File: src/rtl/ucode_pkg.sv
// ucode_pkg: stage/class codes, opcodes and stage-sequencing helpers for the microcode sequencer.
package ucode_pkg;
  localparam logic [2:0] STG_IF = 3'd0, STG_ID = 3'd1, STG_EX = 3'd2, STG_MEM = 3'd3, STG_WB = 3'd4;
  typedef enum logic [2:0] {S_IF, S_ID, S_EX, S_MEM, S_WB, S_HALTED} state_t;
  localparam logic [4:0]
    CLS_ADD = 5'd0, CLS_SUB = 5'd1, CLS_SLT = 5'd2, CLS_SLTU = 5'd3, CLS_XOR = 5'd4,
    CLS_OR = 5'd5, CLS_AND = 5'd6, CLS_SLL = 5'd7, CLS_SRL = 5'd8, CLS_SRA = 5'd9,
    CLS_ADDI = 5'd10, CLS_RSVD = 5'd11, CLS_SLTI = 5'd12, CLS_SLTIU = 5'd13, CLS_XORI = 5'd14,
    CLS_ORI = 5'd15, CLS_ANDI = 5'd16, CLS_SLLI = 5'd17, CLS_SRLI = 5'd18, CLS_SRAI = 5'd19,
    CLS_LOAD = 5'd20, CLS_STORE = 5'd21, CLS_JALR = 5'd22, CLS_JAL = 5'd23,
    CLS_BR = 5'd24, CLS_BRU = 5'd25, CLS_LUI = 5'd26, CLS_AUIPC = 5'd27, CLS_HALT = 5'd28;
  localparam logic [6:0]
    OP_R = 7'b0110011, OP_I = 7'b0010011, OP_LOAD = 7'b0000011, OP_STORE = 7'b0100011,
    OP_BRANCH = 7'b1100011, OP_JALR = 7'b1100111, OP_JAL = 7'b1101111,
    OP_LUI = 7'b0110111, OP_AUIPC = 7'b0010111;
  function automatic logic [2:0] final_stage(input logic [4:0] c);
    return c == CLS_STORE ? STG_MEM : (c == CLS_BR || c == CLS_BRU) ? STG_EX : STG_WB;
  endfunction
  // Successor of a non-final stage; lui/auipc skip straight past ID.
  function automatic logic [2:0] next_stage(input logic [2:0] s, input logic [4:0] c);
    return s == STG_IF ? (c == CLS_LUI ? STG_WB : c == CLS_AUIPC ? STG_EX : STG_ID) :
           s == STG_ID ? STG_EX :
           s == STG_EX ? ((c == CLS_LOAD || c == CLS_STORE) ? STG_MEM : STG_WB) : STG_WB;
  endfunction
endpackage

File: src/rtl/inst_class_decoder.sv
// inst_class_decoder: combinational RV32I instruction to 5-bit microcode class.
module inst_class_decoder
  import ucode_pkg::*;
#(
  parameter int ILEN = 32
) (
  input  logic [ILEN-1:0] imem_data,
  output logic [4:0]      inst_class
);
  logic [6:0] op, f7;
  logic [2:0] f3;
  logic       sh_ok;
  logic [4:0] r_cls, i_cls, b_cls;
  logic       unused_bits;
  assign op = imem_data[6:0];
  assign f3 = imem_data[14:12];
  assign f7 = imem_data[31:25];
  assign sh_ok = f7 == 7'h00 || f7 == 7'h20;
  assign unused_bits = ^imem_data;
  always_comb begin
    r_cls = CLS_HALT;
    if (f7 == 7'h00)
      case (f3)
        3'd0: r_cls = CLS_ADD;
        3'd1: r_cls = CLS_SLL;
        3'd2: r_cls = CLS_SLT;
        3'd3: r_cls = CLS_SLTU;
        3'd4: r_cls = CLS_XOR;
        3'd5: r_cls = CLS_SRL;
        3'd6: r_cls = CLS_OR;
        default: r_cls = CLS_AND;
      endcase
    else if (f7 == 7'h20)
      r_cls = f3 == 3'd0 ? CLS_SUB : f3 == 3'd5 ? CLS_SRA : CLS_HALT;
    case (f3)
      3'd0: i_cls = CLS_ADDI;
      3'd1: i_cls = sh_ok ? CLS_SLLI : CLS_HALT;
      3'd2: i_cls = CLS_SLTI;
      3'd3: i_cls = CLS_SLTIU;
      3'd4: i_cls = CLS_XORI;
      3'd5: i_cls = !sh_ok ? CLS_HALT : imem_data[30] ? CLS_SRAI : CLS_SRLI;
      3'd6: i_cls = CLS_ORI;
      default: i_cls = CLS_ANDI;
    endcase
    b_cls = f3[2:1] == 2'b01 ? CLS_HALT : f3[2:1] == 2'b11 ? CLS_BRU : CLS_BR;
    inst_class = op == OP_R      ? r_cls     :
                 op == OP_I      ? i_cls     :
                 op == OP_LOAD   ? CLS_LOAD  :
                 op == OP_STORE  ? CLS_STORE :
                 op == OP_BRANCH ? b_cls     :
                 op == OP_JALR   ? CLS_JALR  :
                 op == OP_JAL    ? CLS_JAL   :
                 op == OP_LUI    ? CLS_LUI   :
                 op == OP_AUIPC  ? CLS_AUIPC : CLS_HALT;
  end
endmodule

File: src/rtl/ucode_sequencer.sv
// ucode_sequencer: steps each fetched instruction through its stage sequence and forms the microcode ROM address.
module ucode_sequencer
  import ucode_pkg::*;
#(
  parameter int ILEN   = 32,
  parameter int CWIDTH = 32
) (
  input  logic              CLK,
  input  logic              RST,
  input  logic [ILEN-1:0]   imem_data,
  input  logic              mem_ready,
  output logic [4:0]        inst_code,
  output logic [2:0]        stage,
  output logic [7:0]        ucode_addr,
  output logic              instr_done,
  output logic              halt,
  output logic [CWIDTH-1:0] instret
);
  state_t     state, nxt;
  logic [4:0] dec, code_q;
  inst_class_decoder #(.ILEN(ILEN)) u_dec (.imem_data(imem_data), .inst_class(dec));
  always_ff @(posedge CLK) begin
    if (RST) begin
      state   <= S_IF;
      code_q  <= '0;
      instret <= '0;
    end else begin
      state <= nxt;
      if (state == S_IF) code_q <= dec;
      if (instr_done) instret <= instret + CWIDTH'(1);
    end
  end
  // A MEM stall holds the stage; leaving the final stage always returns to IF.
  always_comb begin
    nxt = state == S_HALTED ? S_HALTED :
          state == S_IF ? (dec == CLS_HALT ? S_HALTED : state_t'(next_stage(STG_IF, dec))) :
          (state == S_MEM && !mem_ready) ? S_MEM :
          state == final_stage(code_q) ? S_IF : state_t'(next_stage(state, code_q));
    inst_code  = (RST || state == S_IF) ? dec : state == S_HALTED ? CLS_HALT : code_q;
    stage      = state == S_HALTED ? STG_IF : state;
    halt       = state == S_HALTED;
    instr_done = !RST && state == final_stage(code_q) && (state != S_MEM || mem_ready);
    ucode_addr = {inst_code, stage};
  end
endmodule

File: config.mk
export PLATFORM = sky130hd
export DESIGN_NAME = ucode_sequencer
export DESIGN_NICKNAME = d
export VERILOG_FILES = /design/src/rtl/ucode_pkg.sv /design/src/rtl/inst_class_decoder.sv /design/src/rtl/ucode_sequencer.sv
export SDC_FILE = /design/constraint.sdc
export NUM_CORES = 1
export LEC_CHECK = 0
export BUFFER_PORTS_ARGS = -buffer_cell sky130_fd_sc_hd__buf_2
export CAP_MARGIN = 20
export CORE_UTILIZATION = 30
export DETAILED_ROUTE_END_ITERATION = 6
export PLACE_DENSITY = 0.56
export SLEW_MARGIN = 0
export SYNTH_ARGS = -nofsm -noshare
export SYNTH_HDL_FRONTEND = slang
export SYNTH_SLANG_ARGS = --single-unit
File: constraint.sdc
create_clock -name CLK -period 3.1 [get_ports CLK]
set_clock_uncertainty 0.15 [all_clocks]
set_input_delay 0.62 -clock CLK [delete_from_list [all_inputs] [get_ports CLK]]
set_output_delay 0.62 -clock CLK [all_outputs]
set_load 0.005 [all_outputs]
==> impl_metrics.yaml, run 1 <==
run_status:
  status: "finished, final reports clean"
critical_path:
  worstPathRequired_ns: 2.33
  crit_path_start_kind: "input port"
  end_kind: "output pin"
  critical_path_class: "in -> out"
  critical_path_peak_fanout: 6
  max_stage_delay_ns: 0.34
  timing.critical_path.mode_cell: "buf_2"
  critPathArrivalTime_ns: 2.19
  crit_chain: "buf_2 -> nand4bb_1 -> nor3_2 -> a31oi_1 -> a211oi_1 -> nor2_1 -> a21oi_1 -> buf_2"
  reg2reg_slack_ns: 0.45
  slowest_stage: "a211oi_1"
clocking:
  clkSinkCount: 40
  clk_latency_ns: 0.29
  tritoncts: "done"
  cts_buffers: 5
  cts_root_buf: "clkbuf_8"
  cts_hold_buf: 0
  cts_buffer_depth: 2
  clkTransAtPathRegs_ns: 0.08
  htree_levels: 2
flow_run:
  drv_cap: 0
die:
  start_util: 0.311
  dieArea_sq_um: 8950
  die_h_um: 94.6
  ioPinCount: 85
  row_count: 33
  coreArea_sq_um: 8260
  die_x_um: 94.6
sta:
  post-route-period-util: 0.956
  period_needed_ns: 2.96
  rsz0062_at_grt: "no"
  fin_ws_ns: 0.136
  fmax_mhz: 337
  report.final.setup_viol: 0
  finalMaxSlewViolations: 0
  hold_viol_final: 0
  tns_ns: 0
  max-slew-margin-rel: 0.532
  worstMarginPinSlew_ns: 0.685
synthesis:
  synth_top_area_frac: 0.311
  avgSynthCellArea_sq_um: 7.56
  yosys_warnings: 0
  ys_top_cells_by_area: "dfxtp_1 31%, a21oi_1 6.4%, xnor2_1 4.4%, nand2_1 4.1%, nor2_1 4.1%"
  synth.distinct_cells: 55
  syn_area_sq_um: 2570
  synth_seq_cells: 40
  synth_seq_area_share: 0.311
  synthFlopType: "dfxtp_1"
  synth_edf_count: 0
  synth_async_sr_flop_share: 0
  syn_inst: 340
  synth_most_common_cell: "dfxtp_1"
  synth_commonest_cells: "40 x dfxtp_1, 33 x a21oi_1, 28 x nand2_1, 28 x nor2_1, 20 x o21ai_0"
  synth_top_area_cell: "dfxtp_1"
  synth_nets: 376
global_route:
  grt_pass1_vias: 2346
  globalRoute.totalOverflow: 0
  antenna_found_initial: 0
  grt_max_degree: 30
  track_usage: 0.155
  grt_first_pass_wirelength_um: 11200
final_layout:
  final-seq-area_sq_um: 801
  fin_nets: 435
  area_delta_synth_final_pct: 20.3
  utilization: 0.375
  fillers: 915
  drive_gt1_frac: 0.248
  final_area_sq_um: 3090
  multi_input_area_sq_um: 1580
  antenna_cells: 0
place:
  gp_congestion: 0.903
  dp_hpwl_um: 5070
  dpl_cell_area_sq_um: 2990
  place_ws_ns: 0.0706
  port_buffers: 69
detailed_routing:
  wire_per_inst_um: 13.4
  via_count: 2634
  dr.pass1.iters: 4
  ant_nets: 0
  detail_route.wirelength_um: 6740
  routed_via_density: 5.23
  drtIter0Drc: 91
  drc: 0
pwr:
  peakVddDrop_uv: 176
  p_per_area_nw_per_um2: 507
  total_leakage_power_nw: 1.19
hold_path:
  hold_class: "reg -> reg"
[kinds of logic after synthesis]
logic type | after synthesis | share of synthesized area
AND/OR/NAND/NOR | 137 | 0.291
buffers and inverters | 47 | 0.0871
multiplexers | 1 | 0.00389
AO/OA/AOI/OAI | 100 | 0.254
adder cells (fa/ha/maj) | 1 | 0.00487
XOR/XNOR | 14 | 0.0477
flip-flops | 40 | 0.311
[routing by layer]
metal | global-route usage | wire length [um] | part of all wire | vias to the layer above
met5 | 0 | 0 | 0 | -
met4 | 0.0404 | 92 | 0.014 | 0
met3 | 0.0225 | 250 | 0.037 | 9
met2 | 0.243 | 3070 | 0.46 | 55
met1 | 0.222 | 3330 | 0.49 | 1216
li1 | - | - | - | 1354
[timing repair]
action,in CTS,in global routing
buffers inserted,0,0
resized for setup,0,7
setup endpoints to repair,0,10
[report_power, final]
part           total (mW)  internal, mW  switching (mW)
Clock               0.326         0.153           0.173
Sequential          0.654         0.566          0.0880
Combinational       0.587         0.267           0.320
Total                1.57         0.986           0.581
[registers in the layout, summed over array words and instances (netlist names)]
register	count
instret	32
code_q	5
state	3
[cell usage in the layout (no fill, tap or decap), drive strengths merged, types with 7 or more instances in the layout]
cell type,n
or4,7
a2111oi,7
dfxtp,40
nor2,28
nand2b,8
a21oi,33
nand3,17
inv,17
buf,82
o21ai,20
or3,10
nand2,28
a211oi,7
xnor2,13
[layout make-up]
| cell class | count | area share |
|---|---|---|
| clock buffers | 6 | 0.0235 |
| clock inverters | 1 | 0.00162 |
| inverters | 17 | 0.0206 |
| multi-input cells | 253 | 0.510 |
| flip-flops and latches | 40 | 0.259 |
| well taps | 105 | 0.0425 |
| repair buffers | 82 | 0.143 |
[worst max-delay path: cells and delay by family]
family / cells / cell delay [ns]
AOI/OAI and AO/OA: 3 / 0.67
and+or+nand+nor: 3 / 0.63
buffers and inverters: 2 / 0.27
[metrics by stage]
step	total power [mW]	std cells	hold slack (ns)
2_1_floorplan	1.10	340	0.318
3_3_place_gp	1.25	497	0.308
3_5_place_dp	1.26	497	0.340
4_1_cts	1.59	504	0.351
5_1_grt	1.69	504	0.376
6_report	1.57	504	0.342
[final timing paths]
kind / from / end / cells after the start
hold / removal: instret[31] / instret[31] / 2
setup reg to reg: code_q[4] / instret[29] / 6
setup / recovery: imem_data[2] / ucode_addr[6] / 8
hold reg to reg: instret[31] / instret[31] / 2
No activity file was read; power rests on OpenSTA's default activity.
==> run 2, diff against run 1 <==
CELL_PAD_IN_SITES_DETAIL_PLACEMENT = 0   (was unset)
CELL_PAD_IN_SITES_GLOBAL_PLACEMENT = 1   (was unset)
PLACE_DENSITY = 0.73   (was 0.56)
==> run 2 against run 1 <==
Via count is 0.87% higher. Setup slack lost 0.0025 ns. Sequential cell count stayed put. Die area unchanged. Sequential share of layout area fell by 0.31 points. First-iteration DRC count rose by 5.5%. Largest cell class unchanged. Critical endpoint is now inst_code[1]. Design area increased by 1.2%. Worst hold slack lost 0.012 ns.
==> impl_metrics.yaml, run 2 (synthesized netlist as in run 1, its figures left out) <==
run_status:
  status: "finished, final reports clean"
critical_path:
  reg2reg_to: "instret[29]"
  crit_chain: "buf_2 -> nor4_1 -> buf_4 -> nand2_1 -> o311ai_0 -> o21ai_0 -> o21ai_0 -> buf_2"
  endpoint: "inst_code[1]"
  critical_path_class: "in -> out"
  critical_path_peak_fanout: 5
  cp.depth: 8
  critPathArrivalTime_ns: 2.20
  crit_path_start_kind: "input port"
  slowest_stage: "o311ai_0"
  ff2ff_path_depth: 6
  path_buf_inv: 3
  worstPathRequired_ns: 2.33
  max_stage_delay_ns: 0.35
  critPathLaunch: "imem_data[26]"
  reg2reg_slack_ns: 0.43
  r2r-start: "code_q[2]"
  crit_family: "compound AO/OA/AOI/OAI gates"
  end_kind: "output pin"
pwr:
  p_per_area_nw_per_um2: 533
  peakVddDrop_uv: 231
  total_leakage_power_nw: 1.21
place:
  dp_cells: 498
  port_buffers: 69
  dp_hpwl_um: 5030
  gp_congestion: 0.857
  dpl_cell_area_sq_um: 2990
global_route:
  grt_pass1_vias: 2281
  track_usage: 0.149
  grt_first_pass_wirelength_um: 10600
  grt_max_degree: 38
  globalRoute.totalOverflow: 0
  antenna_found_initial: 0
clocking:
  htree_levels: 2
  cts_buffer_depth: 2
  clkTransAtPathRegs_ns: 0.08
  tritoncts: "done"
  cts_buffers: 5
  cts_root_buf: "clkbuf_8"
  clkSinkCount: 40
  clk_latency_ns: 0.29
  cts_hold_buf: 0
sta:
  rsz0062_at_grt: "no"
  tns_ns: 0
  period_needed_ns: 2.97
  hold_viol_final: 0
  finalMaxSlewViolations: 0
  worstMarginPinSlew_ns: 0.641
  post-route-period-util: 0.957
  max-slew-margin-rel: 0.571
  report.final.setup_viol: 0
  fmax_mhz: 337
detailed_routing:
  drtIter0Drc: 96
  ant_nets: 0
  dr.pass1.iters: 4
  routed_via_density: 5.25
  wire_per_inst_um: 13.6
  detail_route.wirelength_um: 6880
  drc: 0
  via_count: 2657
final_layout:
  drive_gt1_frac: 0.249
  layout_common_cells: "69 x buf_2, 40 x dfxtp_1, 33 x a21oi_1"
  reg_top3: "instret: 32 flops, code_q: 5 flops, state: 3 flops"
  fillers: 907
  final_common_cell: "buf_2"
  final_area_sq_um: 3130
  largest_register_ffs: 32
  area_delta_synth_final_pct: 21.8
  fin_nets: 436
  antenna_cells: 0
  largest_register: "instret"
  fin_cells: 506
die:
  coreArea_sq_um: 8260
  start_util: 0.311
  die_h_um: 94.6
  ioPinCount: 85
  die_x_um: 94.6
  dieArea_sq_um: 8950
  row_count: 33
hold_path:
  hold_class: "reg -> reg"
flow_run:
  drv_cap: 0
[run 2: power by group]
part	switching, mW	total [mW]	internal (mW)	leakage, nW
Sequential	0.102	0.669	0.566	0.324
Clock	0.188	0.427	0.239	0.0552
Combinational	0.313	0.575	0.262	0.835
Total	0.603	1.67	1.07	1.21
[run 2: metal layers]
| layer | routed length, um | global-route usage |
|---|---|---|
| met2 | 3090 | 0.241 |
| met1 | 3470 | 0.204 |
| met4 | 82 | 0.0391 |
| met5 | 0 | 0 |
| met3 | 238 | 0.0274 |
[run 2: cell type report]
| class | count | area (sq um) | area share |
|---|---|---|---|
| Multi-Input combinational cell | 253 | 1580 | 0.504 |
| Sequential cell | 40 | 801 | 0.256 |
| Timing Repair Buffer | 83 | 450 | 0.144 |
| Tap cell | 105 | 131 | 0.0420 |
| Clock buffer | 6 | 72.6 | 0.0232 |
| Inverter | 17 | 63.8 | 0.0204 |
| Clock inverter | 2 | 35.0 | 0.0112 |
[run 2: worst min-delay path, stage by stage, from the launching register on]
cell and delay, ns:
dfxtp_1 0.32, o31ai_1 0.06, a21oi_1 0.05
[run 2: metrics by stage]
step	setup slack (ns)	total power, mW	util	hold slack (ns)
floorplan	0.201	1.10	-	0.318
global placement	0.147	1.25	0.362	0.309
detailed placement	0.111	1.25	0.362	0.324
CTS	0.111	1.69	0.375	0.338
global route	0.0251	1.79	0.379	0.348
finish	0.133	1.67	0.379	0.331
[run 2: repair_timing]
action | CTS | global route
resized for setup | 0 | 6
setup endpoints to repair | 0 | 6
buffers inserted | 0 | 0
[run 2: how the worst min path moves through the flow]
stage | slack, ns | endpoint | start | depth (start not counted)
global route | 0.35 | instret[31] | instret[31] | 2
finish | 0.33 | instret[31] | instret[31] | 2
floorplan | 0.32 | instret[31] | instret[31] | 2
CTS | 0.34 | instret[31] | instret[31] | 2
detailed placement | 0.32 | instret[31] | instret[31] | 2
global placement | 0.31 | instret[31] | instret[31] | 2
==> run 3, diff against run 2 <==
clock period = 3.6 ns   (was 3.1 ns; I/O delays follow)
==> run 3 against run 2 <==
Global-route usage up 0.29 points. Count of clock-buffer cells in the layout increased by 2. Die area is the same. Critical path type unchanged. Critical endpoint is now ucode_addr[6]. Largest power group unchanged. Highest routed layer unchanged.
==> impl_metrics.yaml, run 3 (synthesized netlist as in run 1, its figures left out) <==
critical_path:
  worstPathRequired_ns: 2.73
  crit_family: "simple AND/OR/NAND/NOR gates"
  critical_path_class: "in -> out"
  crit_chain: "buf_2 -> nand4bb_1 -> nor3_1 -> a31oi_1 -> a211oi_2 -> nor2_1 -> a21oi_1 -> buf_2"
  critical_path_peak_fanout: 6
  max_stage_delay_ns: 0.35
  slowest_stage: "nor3_1"
  path_buf_inv: 2
  crit_path_start_kind: "input port"
  critPathArrivalTime_ns: 2.42
  timing.critical_path.mode_cell: "buf_2"
  end_kind: "output pin"
clocking:
  cts_root_buf: "clkbuf_8"
  post_cts_buffers: 0
  clkTransAtPathRegs_ns: 0.08
  cts_buffer_depth: 2
  cts_buffers: 5
  htree_levels: 2
  tritoncts: "done"
  clk_latency_ns: 0.29
  clkSinkCount: 40
final_layout:
  final_area_sq_um: 3010
  reg_top3: "instret: 32 flops, code_q: 5 flops, state: 3 flops"
  fin_nets: 426
  fin_cells: 496
  layout_common_cells: "69 x buf_2, 40 x dfxtp_1, 33 x a21oi_1"
  fillers: 890
  drive_gt1_frac: 0.220
  area_delta_synth_final_pct: 17.2
  antenna_cells: 0
  largest_register: "instret"
  final_common_cell: "buf_2"
  largest_register_ffs: 32
  utilization: 0.365
sta:
  fin_ws_ns: 0.311
  report.final.setup_viol: 0
  whs_ns: 0.327
  worstMarginPinSlew_ns: 0.748
  rsz0062_at_grt: "no"
  max-slew-margin-rel: 0.501
  period_needed_ns: 3.29
  tns_ns: 0
  hold_viol_final: 0
  fmax_mhz: 304
  finalMaxSlewViolations: 0
  post-route-period-util: 0.914
hold_path:
  hold_class: "reg -> reg"
pwr:
  total_leakage_power_nw: 1.15
  totalPowerFinal_mw: 1.37
  peakVddDrop_uv: 217
  p_per_area_nw_per_um2: 456
die:
  ioPinCount: 85
  row_count: 33
  die_x_um: 94.6
  dieArea_sq_um: 8950
  coreArea_sq_um: 8260
  start_util: 0.311
  die_h_um: 94.6
place:
  dp_cells: 488
  dp_hpwl_um: 4990
  dpl_cell_area_sq_um: 2920
  port_buffers: 69
  place_ws_ns: 0.246
  gp_congestion: 0.843
flow_run:
  drv_cap: 0
detailed_routing:
  detail_route.wirelength_um: 6830
  dr.pass1.iters: 4
  wire_per_inst_um: 13.8
  via_count: 2653
  routed_via_density: 5.35
  ant_nets: 0
  drtIter0Drc: 116
  drc: 0
run_status:
  status: "finished, final reports clean"
global_route:
  grt_max_degree: 38
  grt_pass1_vias: 2259
  grt_first_pass_wirelength_um: 10900
  globalRoute.totalOverflow: 0
  antenna_found_initial: 0
  track_usage: 0.152
[run 3: layout make-up]
class	count	area, sq um	area share
Clock buffer	8	90.1	0.0299
Sequential cell	40	801	0.266
Inverter	17	63.8	0.0212
Timing Repair Buffer	73	375	0.125
Multi-Input combinational cell	253	1550	0.515
Tap cell	105	131	0.0436
[run 3: routing by layer]
| metal | GRT usage | up-vias | part of all wire |
|---|---|---|---|
| li1 | - | 1343 | - |
| met1 | 0.212 | 1251 | 0.49 |
| met2 | 0.251 | 57 | 0.47 |
| met3 | 0.0266 | 2 | 0.044 |
| met4 | 0.0189 | 0 | 0.0026 |
| met5 | 0 | - | 0 |
[run 3: final timing paths]
kind / start / end / slack, ns / cells after the start
setup reg to reg: instret[4] / instret[31] / 0.62 / 6
hold / removal: instret[31] / instret[31] / 0.33 / 2
hold reg to reg: instret[31] / instret[31] / 0.33 / 2
setup / recovery: imem_data[2] / ucode_addr[6] / 0.31 / 8
[run 3: worst reg2reg max path, delay by kind of cell, from the launching register on]
kind / cells / cell delay, ns
compound gates: 1 / 0.14
simple gates: 5 / 2.20
flops: 1 / 0.43
[run 3: power by group]
group	total, mW	leakage (nW)	internal (mW)	switching, mW
combinational	0.486	0.784	0.216	0.269
clock	0.313	0.0455	0.157	0.157
sequential	0.574	0.324	0.488	0.0859
total	1.37	1.15	0.861	0.512
[run 3: timing repair]
| item | 4_1_cts | 5_1_grt |
|---|---|---|
| endpoints found under the setup margin | 0 | 2 |
| hold buffers | 0 | 0 |
| gates resized for setup | 0 | 1 |
